`src/rtl/dadda_pkg.sv`:
```
// Shared constants and Dadda height-target helpers for the pipelined multiplier.
package dadda_pkg;

    localparam int unsigned LATENCY = 3;

    // Dadda height sequence: d(0)=2, d(j+1)=floor(1.5*d(j)).
    function automatic int unsigned dadda_height(input int unsigned j);
        int unsigned d;
        d = 2;
        for (int unsigned k = 0; k < 16; k++) begin
            if (k < j) d = (d * 3) / 2;
        end
        return d;
    endfunction

    // Number of reduction stages for a WIDTH x WIDTH matrix (max column height WIDTH).
    function automatic int unsigned dadda_stages(input int unsigned width);
        int unsigned n;
        n = 0;
        for (int unsigned k = 0; k < 16; k++) begin
            if (dadda_height(k) < width) n = k + 1;
        end
        return n;
    endfunction

    // Height target of reduction stage s (s=0 is the first stage applied).
    function automatic int unsigned dadda_target(input int unsigned width, input int unsigned s);
        return dadda_height(dadda_stages(width) - 1 - s);
    endfunction

endpackage

```
`src/rtl/dadda_reduce.sv`:
```
// Combinational Baugh-Wooley partial-product generation and Dadda reduction to two rows.
module dadda_reduce
    import dadda_pkg::*;
#(
    parameter int unsigned WIDTH = 8
) (
    input  logic [WIDTH-1:0]   a,
    input  logic [WIDTH-1:0]   b,
    input  logic               signed_mode,
    output logic [2*WIDTH-1:0] row0,
    output logic [2*WIDTH-1:0] row1
);

    localparam int unsigned COLS = 2 * WIDTH;
    localparam int unsigned MAXH = WIDTH + 1;
    localparam int unsigned CW   = $clog2(COLS);
    localparam int unsigned RW   = $clog2(MAXH);
    localparam int unsigned IW   = $clog2(WIDTH);
    localparam int unsigned NST  = dadda_stages(WIDTH);

    typedef logic [MAXH-1:0] col_t;

    always_comb begin
        col_t        cur [COLS];
        col_t        nxt [COLS];
        int unsigned hc  [COLS];
        int unsigned hn  [COLS];
        int unsigned d, idx, total, col;
        logic        x, y, z, sum, cry;

        d = 0; idx = 0; total = 0; col = 0;
        x = 1'b0; y = 1'b0; z = 1'b0; sum = 1'b0; cry = 1'b0;
        row0 = '0;
        row1 = '0;
        for (int unsigned k = 0; k < COLS; k++) begin
            cur[CW'(k)] = '0;
            nxt[CW'(k)] = '0;
            hc[CW'(k)]  = 0;
            hn[CW'(k)]  = 0;
        end

        // Modified Baugh-Wooley: invert the cross terms with one sign bit, add 1s at WIDTH and 2*WIDTH-1.
        for (int unsigned i = 0; i < WIDTH; i++) begin
            for (int unsigned j = 0; j < WIDTH; j++) begin
                col = i + j;
                cur[CW'(col)][RW'(hc[CW'(col)])] = (a[IW'(j)] & b[IW'(i)]) ^
                    (signed_mode & ((i == WIDTH - 1) != (j == WIDTH - 1)));
                hc[CW'(col)] = hc[CW'(col)] + 1;
            end
        end
        cur[CW'(WIDTH)][RW'(hc[CW'(WIDTH)])] = signed_mode;
        hc[CW'(WIDTH)] = hc[CW'(WIDTH)] + 1;
        cur[CW'(COLS-1)][RW'(hc[CW'(COLS-1)])] = signed_mode;
        hc[CW'(COLS-1)] = hc[CW'(COLS-1)] + 1;

        for (int unsigned st = 0; st < NST; st++) begin
            d = dadda_target(WIDTH, st);
            for (int unsigned k = 0; k < COLS; k++) begin
                nxt[CW'(k)] = '0;
                hn[CW'(k)]  = 0;
            end
            // Incoming carries already sit in nxt[col]; a half adder is used only when one bit too many.
            for (int unsigned k = 0; k < COLS; k++) begin
                col   = k;
                idx   = 0;
                total = hc[CW'(col)] + hn[CW'(col)];
                for (int unsigned t = 0; t < MAXH; t++) begin
                    if (total > d) begin
                        x = cur[CW'(col)][RW'(idx)];
                        y = cur[CW'(col)][RW'(idx + 1)];
                        if (total == d + 1) begin
                            sum   = x ^ y;
                            cry   = x & y;
                            idx   = idx + 2;
                            total = total - 1;
                        end else begin
                            z     = cur[CW'(col)][RW'(idx + 2)];
                            sum   = x ^ y ^ z;
                            cry   = (x & y) | (x & z) | (y & z);
                            idx   = idx + 3;
                            total = total - 2;
                        end
                        nxt[CW'(col)][RW'(hn[CW'(col)])] = sum;
                        hn[CW'(col)] = hn[CW'(col)] + 1;
                        if (col + 1 < COLS) begin
                            nxt[CW'(col + 1)][RW'(hn[CW'(col + 1)])] = cry;
                            hn[CW'(col + 1)] = hn[CW'(col + 1)] + 1;
                        end
                    end
                end
                for (int unsigned r = 0; r < MAXH; r++) begin
                    if (r >= idx && r < hc[CW'(col)]) begin
                        nxt[CW'(col)][RW'(hn[CW'(col)])] = cur[CW'(col)][RW'(r)];
                        hn[CW'(col)] = hn[CW'(col)] + 1;
                    end
                end
            end
            cur = nxt;
            hc  = hn;
        end

        for (int unsigned k = 0; k < COLS; k++) begin
            row0[CW'(k)] = cur[CW'(k)][0];
            row1[CW'(k)] = cur[CW'(k)][1];
        end
    end

endmodule

```
`src/rtl/dadda_mult_pipe.sv`:
```
// Three-stage pipelined signed/unsigned Dadda multiplier with valid/ready handshake and tag sideband.
module dadda_mult_pipe
    import dadda_pkg::*;
#(
    parameter int unsigned WIDTH = 8,
    parameter int unsigned TAG_W = 4
) (
    input  logic               clk,
    input  logic               rst,
    input  logic               in_valid,
    output logic               in_ready,
    input  logic [WIDTH-1:0]   in_a,
    input  logic [WIDTH-1:0]   in_b,
    input  logic               in_signed,
    input  logic [TAG_W-1:0]   in_tag,
    output logic               out_valid,
    input  logic               out_ready,
    output logic [2*WIDTH-1:0] out_product,
    output logic [TAG_W-1:0]   out_tag
);

    logic               adv;
    logic               v1, v2;
    logic [WIDTH-1:0]   a1, b1;
    logic               sg1;
    logic [TAG_W-1:0]   t1, t2;
    logic [2*WIDTH-1:0] r0, r1, r0_q, r1_q;

    // Whole pipeline moves in lockstep, so in_ready never depends on in_valid.
    assign adv      = !out_valid || out_ready;
    assign in_ready = adv;

    dadda_reduce #(.WIDTH(WIDTH)) u_reduce (
        .a           (a1),
        .b           (b1),
        .signed_mode (sg1),
        .row0        (r0),
        .row1        (r1)
    );

    always_ff @(posedge clk) begin
        if (rst) begin
            v1          <= 1'b0;
            v2          <= 1'b0;
            out_valid   <= 1'b0;
            a1          <= '0;
            b1          <= '0;
            sg1         <= 1'b0;
            t1          <= '0;
            t2          <= '0;
            r0_q        <= '0;
            r1_q        <= '0;
            out_product <= '0;
            out_tag     <= '0;
        end else if (adv) begin
            v1          <= in_valid;
            a1          <= in_a;
            b1          <= in_b;
            sg1         <= in_signed;
            t1          <= in_tag;
            v2          <= v1;
            r0_q        <= r0;
            r1_q        <= r1;
            t2          <= t1;
            out_valid   <= v2;
            out_product <= r0_q + r1_q;
            out_tag     <= t2;
        end
    end

endmodule

```
`config.mk`:
```
export PLATFORM = sky130hd
export DESIGN_NAME = dadda_mult_pipe
export DESIGN_NICKNAME = d
export VERILOG_FILES = /design/src/rtl/dadda_pkg.sv /design/src/rtl/dadda_reduce.sv /design/src/rtl/dadda_mult_pipe.sv
export SDC_FILE = /design/constraint.sdc
export NUM_CORES = 1
export LEC_CHECK = 0
export CORE_MARGIN = 5
export CORE_UTILIZATION = 45
export DETAILED_ROUTE_END_ITERATION = 12
export HOLD_SLACK_MARGIN = 0.1
export PLACE_DENSITY_LB_ADDON = 0.15
export SYNTH_ARGS = -nofsm -noshare
export SYNTH_HDL_FRONTEND = slang
export SYNTH_SLANG_ARGS = --single-unit
export TNS_END_PERCENT = 20
```
`constraint.sdc`:
```
create_clock -name clk -period 8.9 [get_ports clk]
set_input_delay 0.89 -clock clk [delete_from_list [all_inputs] [get_ports clk]]
set_output_delay 0.89 -clock clk [all_outputs]
set_load 0.01 [all_outputs]
```
==> results of run 1 <==
[area by class of cell]
cell class / instances / area [um^2]
clock buffer: 11 / 151
clock inverter: 5 / 81.3
fill: 1008 / 4820
inverter: 41 / 154
multi-input combinational: 425 / 2870
sequential: 78 / 1560
tap: 136 / 170
timing repair buffer: 49 / 478
[state kept, by name (all words and copies together) (netlist names)]
signal / cells
a1: 8
r0_q: 16
b1: 8
sg1: 1
v1: 1
v2: 1
out_product: 16
out_tag: 4
r1_q: 14
out_valid: 1
t2: 4
t1: 4
[cell families after synthesis]
| family | count (synthesis) | synth area share |
|---|---|---|
| buffers and inverters | 82 | 0.0676 |
| and+or+nand+nor | 231 | 0.207 |
| DFF | 78 | 0.329 |
| adders and majority gates | 56 | 0.205 |
| muxes | 2 | 0.00422 |
| xor gates and xnor gates | 24 | 0.0444 |
| AOI/OAI and AO/OA | 112 | 0.142 |
[metal layers]
| metal | wire length [um] | up-vias |
|---|---|---|
| li1 | - | 1907 |
| met1 | 4580 | 1771 |
| met2 | 4670 | 81 |
| met3 | 489 | 7 |
| met4 | 95 | 0 |
| met5 | 0 | - |
[how the worst max path moves through the flow]
| stage | startpoint | to | slack (ps) | cells after the start |
|---|---|---|---|---|
| after floorplan | sg1 | r1_q[7] | 5640 | 11 |
| after global placement | out_ready | in_ready | 5400 | 5 |
| after detailed placement | out_ready | in_ready | 5380 | 5 |
| after CTS | out_ready | in_ready | 5370 | 5 |
| after global routing | sg1 | r1_q[8] | 5200 | 9 |
| final | out_ready | in_ready | 5390 | 5 |
[through the flow]
stage / hold slack (ps) / instance area (um^2)
4_1_cts: 454 / 5460
3_3_place_gp: 441 / 5230
6_report: 451 / 5460
2_1_floorplan: 432 / 4740
5_1_grt: 477 / 5460
3_5_place_dp: 445 / 5230
[layout by cell type, fill, tap and decap left out, drive strengths merged, types with 2 or more instances in the layout]
master and instances:
a211oi 6, a21o 4, a21oi 80, a22o 4
and2 25, and3 2, and4 2, buf 4
bufinv 2, clkbuf 11, clkdlybuf4s50 45, clkinv 2
dfxtp 78, fa 36, ha 20, inv 41
mux2i 2, nand2 167, nand2b 2, nand3 9
nand4 3, nor2 16, nor3 3, o21ai 8
xnor2 14, xor2 10
[worst min-delay path: stages, from the launching register on]
cell and delay, ps:
dfxtp_1 310, nand2_1 50, a21oi_1 50
[power by group]
group	leakage, nW	internal [mW]	total (mW)	switching, mW
combinational	1.52	0.0755	0.160	0.0846
sequential	0.641	0.375	0.398	0.0234
clock	0.116	0.173	0.303	0.129
==> results.cfg, run 1 <==
[synth]
ys_ff_latch = 78
ys_seq_area_frac = 0.329
ys_types = 43
syn-num-nets = 666
yosysTopAreaCell = dfxtp_1
ys_top_cells_by_count = 167 x nand2_1, 79 x a21oi_1, 78 x dfxtp_1, 40 x inv_1, 36 x fa_1
yosysTopAreaCellShare = 0.329
synth_ff_type = dfxtp_1
synthTopCellsByArea = dfxtp_1 33%, fa_1 15%, nand2_1 13%
post-synth-top-count-cell = nand2_1
synth_area_um2 = 4740
yosys_warnings = 0
avgSynthCellArea_um2 = 8.10
async_reset_ff_frac = 0
synth_edf_count = 0
syn_inst = 585

[sta]
setup-violations-final = 0
max_slew_margin = 0.457
finalCriticalPeriod_ps = 3510
layout_setup_ws_ps = 5390
worst_slew_pin_slew_ps = 813
clock_skew_ps = 9.29
fin_crit_sh = 0.394
grt_setup_unrepaired = no
timing.setup.tns_ps = 0
drv_slew = 0
finalHoldViolations = 0
fmax_mhz = 285

[critical_path]
critPathMaxStageDelay_ps = 580
regToRegSetupSlack_ps = 5420
critPathLaunchType = input port
path_class = in -> out
timing.rr.start = sg1
crit_family = buffers and inverters
crit_top_cell = clkdlybuf4s50_1
reg2reg_to = r1_q[9]
cp-end-kind = primary output
cp.required_ps = 8010
r2r_cells = 9
cp.arrival_ps = 2620
path_buf_inv = 4
cp_cell_sequence = clkdlybuf4s50_1 -> nor2b_4 -> buf_4 -> inv_2 -> clkdlybuf4s50_1
critPathSlowestCell = buf_4
cp_max_fo = 73

[placement]
place_congestion = 0.857
port_buffers = 46
dp_slack_ps = 5380
dp_hpwl_um = 7000
dp_cells = 729

[pwr]
p_per_area_nw_per_um2 = 158
peakVddDrop_v = 0.000115
leakage_nw = 2.27
total_power_uw = 861

[global_routing]
grt-ovfl-total = 0
grt_use_met2 = 0.276
grt_max_degree = 79
grt_util_all_layers = 0.165
antenna_found_initial = 0
met1_usage = 0.214
grt_use_met3 = 0.0431
grt-busiest-layer = met2
grt_pass1_wl_um = 17500
grt_pass1_vias = 3764

[floorplanning]
coreArea_um2 = 10300
row_count = 37
die_x_um = 113
start_util = 0.461
io_pins = 47
die_y_um = 113
die-area_um2 = 12700

[route]
drtAntennaViolNets = 0
vias = 3766
avgViaCountPerCell = 5.06
drc = 0
wl_per_cell_um = 13.2
drtIter0Drc = 183
drtPass1Iterations = 4
drt-total-wl_um = 9840

[clock_network]
clock-root-buffer = clkbuf_8
ctsLongestPathBuffers = 2
cts_resized = 0
cts.sinks = 78
htree_levels = 3
cts-buffers-inserted = 9
clkTransAtPathRegs_ps = 70
cts_tree = done
post_cts_buffers = 0
clk_latency_ps = 340
hold_buffers = 0

[hold_path]
holdPathStages = 2
min_from = out_tag[3]
holdPathEnd = out_tag[3]
holdCritPathClass = reg -> reg

[layout]
syn2layout_area_growth_pct = 15.2
finalCoreUtilization = 0.531
drive_above_1_share = 0.0525
final_cells = 745
nets = 685
n_antenna_cell = 0

[status]
status = complete, no violations

[run]
max-cap-violations = 0
Note: power is estimated with default switching activity, not from simulation.
==> run 2: changes to the inputs <==
- clock period: 8.9 -> 3 ns (I/O delays scaled with it)
==> run 2 against run 1 <==
Clock skew increased by 4.1 ps. First-iteration DRC count is 6.0% lower. Flip-flop and latch count is the same. Sequential power increased to 2.9 times the previous value. Non-clock buffer count up 17. Critical path type is now reg -> reg.
==> results.cfg, run 2 (same netlist as run 1, synthesis figures left out) <==
[critical_path]
cp_max_fo = 5
cp.required_ps = 3280
cp-end-kind = register
timing.rr.start = a1[7]
critPathLaunchType = register
cp.arrival_ps = 3170
reg2reg_to = r1_q[8]
path_class = reg -> reg
r2r_cells = 10
regToRegSetupSlack_ps = 110

[sta]
grt_setup_unrepaired = yes
finalHoldViolations = 0
max_slew_margin = 0.645
worst_slew_pin_slew_ps = 532
setup-violations-final = 0
layout_setup_ws_ps = 110
drv_slew = 0
fmax_mhz = 346
finalCriticalPeriod_ps = 2890
clock_skew_ps = 13.3
fin_crit_sh = 0.963

[clock_network]
cts_tree = done
cts_resized = 0
ctsLongestPathBuffers = 2
hold_buffers = 0
clock-root-buffer = clkbuf_8
clk_latency_ps = 350
clkTransAtPathRegs_ps = 90
post_cts_buffers = 0
cts.sinks = 78
htree_levels = 3
cts-buffers-inserted = 9

[global_routing]
grt_max_degree = 63
grt_use_met3 = 0.0280
grt_use_met2 = 0.306
grt-ovfl-total = 0
grt_pass1_vias = 3904
grt-busiest-layer = met2
grt_util_all_layers = 0.175
grt_pass1_wl_um = 18400
met1_usage = 0.221
antenna_found_initial = 0

[layout]
top_regs = out_product: 16 flops, r0_q: 16 flops, r1_q: 14 flops
n_antenna_cell = 0
drive_above_1_share = 0.0976
syn2layout_area_growth_pct = 17.6
nets = 702
mostFrequentLayoutCells = 165 x nand2_1, 77 x a21oi_1, 72 x dfxtp_1, 45 x clkdlybuf4s50_1, 40 x inv_1
layout_commonest_cell = nand2_1

[hold_path]
holdCritPathClass = in -> reg
holdPathEnd = out_valid
min_from = rst
holdPathStages = 2

[route]
drt-total-wl_um = 10600
vias = 3812
drtIter0Drc = 172
wl_per_cell_um = 13.9
avgViaCountPerCell = 5.01
drc = 0
drtPass1Iterations = 4
drtAntennaViolNets = 0

[pwr]
peakVddDrop_v = 0.000269
p_per_area_nw_per_um2 = 424
leakage_nw = 2.35
total_power_mw = 2.36

[placement]
place_congestion = 0.845
dp_hpwl_um = 7990
dp_slack_ps = 50.5
port_buffers = 46

[floorplanning]
io_pins = 47
start_util = 0.461
die_x_um = 113
row_count = 37
die-area_um2 = 12700
coreArea_um2 = 10300
die_y_um = 113

[run]
max-cap-violations = 0

[status]
status = complete, no violations
-- run 2: changes by cell type in the layout (fill, tap and decap cells not counted), sizes merged --
cell / delta
bufinv: -2
buf: +17
inv: +1
clkinvlp: +1
clkinv: +1
clkbuf: -2
-- run 2: cell type report --
type | count | area, um^2
Sequential cell | 78 | 1570
Inverter | 41 | 154
Multi-Input combinational cell | 425 | 2900
Timing Repair Buffer | 66 | 618
Tap cell | 136 | 170
Fill cell | 1017 | 4710
Clock inverter | 6 | 38.8
Clock buffer | 9 | 124
-- run 2: worst max-delay path by stage --
stage	from	slack [ps]	depth (start not counted)	to
after floorplan	sg1	4	11	r1_q[9]
after global placement	a1[7]	100	10	r1_q[10]
after detailed placement	a1[7]	50	10	r1_q[10]
after CTS	a1[7]	30	10	r1_q[10]
after global routing	a1[7]	-20	10	r1_q[9]
final	a1[7]	110	10	r1_q[8]
-- run 2: layer usage --
metal | vias to the layer above | part of all wire | wire length [um]
li1 | 1945 | - | -
met1 | 1807 | 0.45 | 4820
met2 | 51 | 0.51 | 5360
met3 | 9 | 0.028 | 296
met4 | 0 | 0.011 | 114
met5 | - | 0 | 0
-- run 2: per-stage QoR --
stage,hold slack [ps],instance area (um^2),util,setup TNS [ps],instances
4_1_cts,355,5540,0.539,0,761
2_1_floorplan,432,4760,-,0,585
6_report,373,5570,0.542,0,761
5_1_grt,401,5570,0.542,-22.0,761
3_3_place_gp,439,5380,0.523,0,746
3_5_place_dp,447,5380,0.523,0,746
-- run 2: critical path, stage by stage (launching register included) --
cell	delay [ps]
dfxtp_4	380
nand2_1	70
xnor2_1	150
fa_1	500
fa_1	490
inv_1	50
fa_1	470
inv_1	50
fa_1	490
nand2_1	50
a21oi_1	130
-- run 2: where the power goes --
part | total, mW | internal (mW) | switching, mW
Combinational | 0.519 | 0.241 | 0.278
Clock | 0.681 | 0.294 | 0.387
Sequential | 1.17 | 1.11 | 0.0530
==> run 3: changes to the inputs <==
- CAP_MARGIN: unset -> 15
- CORE_MARGIN: 5 -> unset
- clock period: 3 -> 3.02 ns (I/O delays scaled with it)
==> run 3 against run 2 <==
Highest routed layer unchanged. Global-route usage grew 2.8 points. Via count grew 1.0%. Critical path depth is the same. Register-to-register slack lost 20 ps. Worst hold slack gained 81 ps.
==> results.cfg, run 3 (same netlist as run 1, synthesis figures left out) <==
[status]
status = complete, no violations

[clock_network]
hold_buffers = 0
cts_tree = done
ctsLongestPathBuffers = 2
cts-buffers-inserted = 9
clock-root-buffer = clkbuf_8
clkTransAtPathRegs_ps = 80
htree_levels = 3
clk_latency_ps = 360
post_cts_buffers = 0
cts.sinks = 78

[critical_path]
r2r_cells = 10
critPathLaunchType = register
cp.required_ps = 3310
cp.depth = 10
critPathMaxStageDelay_ps = 500
path_class = reg -> reg
cp_max_fo = 5
critPathSlowestCell = fa_1
path_buf_inv = 2
regToRegSetupSlack_ps = 90
cp_cell_sequence = nand2_1 -> xnor2_2 -> fa_1 -> fa_1 -> inv_1 -> fa_1 -> inv_1 -> fa_1 -> nand2_1 -> a21oi_2
startpoint = a1[7]
crit_end = r1_q[8]
reg2reg_to = r1_q[8]
cp.arrival_ps = 3220
timing.rr.start = a1[7]
crit_top_cell = fa_1
cp-end-kind = register
crit_family = adder cells

[global_routing]
grt_max_degree = 79
grt-ovfl-total = 0
grt_pass1_wl_um = 17800
antenna_found_initial = 0
grt_pass1_vias = 3889
grt_util_all_layers = 0.203

[floorplanning]
die-area_um2 = 10900
start_util = 0.461
coreArea_um2 = 10300
row_count = 37
io_pins = 47
die_y_um = 105
die_x_um = 105

[sta]
finalCriticalPeriod_ps = 2930
clock_skew_ps = 9.46
layout_setup_ws_ps = 94.5
worst_slew_pin_slew_ps = 749
max_slew_margin = 0.500
fmax_mhz = 342
grt_setup_unrepaired = yes
finalHoldViolations = 0
drv_slew = 0
fin_crit_sh = 0.969
setup-violations-final = 0
timing.setup.tns_ps = 0

[layout]
fillers = 1006
mostFrequentLayoutCells = 166 x nand2_1, 78 x a21oi_1, 72 x dfxtp_1, 45 x clkdlybuf4s50_1, 40 x inv_1
layout_commonest_cell = nand2_1
n_antenna_cell = 0
syn2layout_area_growth_pct = 17.4
top_regs = out_product: 16 flops, r0_q: 16 flops, r1_q: 14 flops
drive_above_1_share = 0.0932
final_cells = 758
nets = 699

[placement]
place_congestion = 0.838
port_buffers = 46
dp_hpwl_um = 7640
dp_slack_ps = -31.0
dp_cells = 743

[hold_path]
holdCritPathClass = reg -> reg

[route]
drtIter0Drc = 124
drtPass1Iterations = 4
drc = 0
vias = 3850
drtAntennaViolNets = 0
avgViaCountPerCell = 5.08
wl_per_cell_um = 13.7
drt-total-wl_um = 10400

[pwr]
leakage_nw = 2.34
p_per_area_nw_per_um2 = 422
total_power_mw = 2.35
peakVddDrop_v = 0.000297

[run]
max-cap-violations = 0
## run 3: layout make-up
class	count	area, um^2	share of cell area
clock buffer	9	124	0.0223
clock inverter	6	38.8	0.00697
inverter	41	154	0.0277
multi-input combinational	425	2900	0.521
sequential	78	1570	0.282
tap	136	170	0.0306
timing repair buffer	63	608	0.109
## run 3: worst min-delay path by stage
stage	start	to	slack, ps	cells after the start
finish	t1[2]	t1[2]	450	2
global route	r0_q[7]	r0_q[7]	480	2
CTS	t1[2]	t1[2]	460	2
detailed placement	out_tag[2]	out_tag[2]	440	2
global placement	out_tag[3]	out_tag[3]	440	2
floorplan	t1[0]	t1[0]	430	2
## run 3: where the power goes
part | leakage [nW] | internal, mW | total [mW] | switching (mW)
clock network | 0.0813 | 0.292 | 0.675 | 0.383
registers | 0.643 | 1.10 | 1.16 | 0.0550
logic | 1.62 | 0.239 | 0.514 | 0.274
total | 2.34 | 1.64 | 2.35 | 0.712
## run 3: per-layer routing
layer	track usage	vias to the layer above	share of wire	wire, um
met1	0.253	1806	0.45	4640
met3	0.0312	17	0.044	459
met2	0.351	88	0.49	5120
met4	0.0775	0	0.018	189
met5	0	-	0	0
li1	-	1939	-	-
## run 3: worst min-delay path, stage by stage, from the launching register on
cell,delay [ps]
dfxtp_1,310
nand2_1,50
a21oi_1,50
## run 3: timing repair
| item | CTS | global route |
|---|---|---|
| gates resized for setup | 1 | 12 |
| endpoints found under the setup margin | 2 | 6 |
| pin swaps | 0 | 6 |
## run 3: stage by stage
| stage | instance area, um^2 | hold WS, ps | utilization |
|---|---|---|---|
| final | 5570 | 454 | 0.542 |
| after global routing | 5570 | 477 | 0.542 |
| after CTS | 5530 | 456 | 0.538 |
| after detailed placement | 5370 | 443 | 0.522 |
| after global placement | 5370 | 439 | 0.522 |
| after floorplan | 4760 | 432 | - |
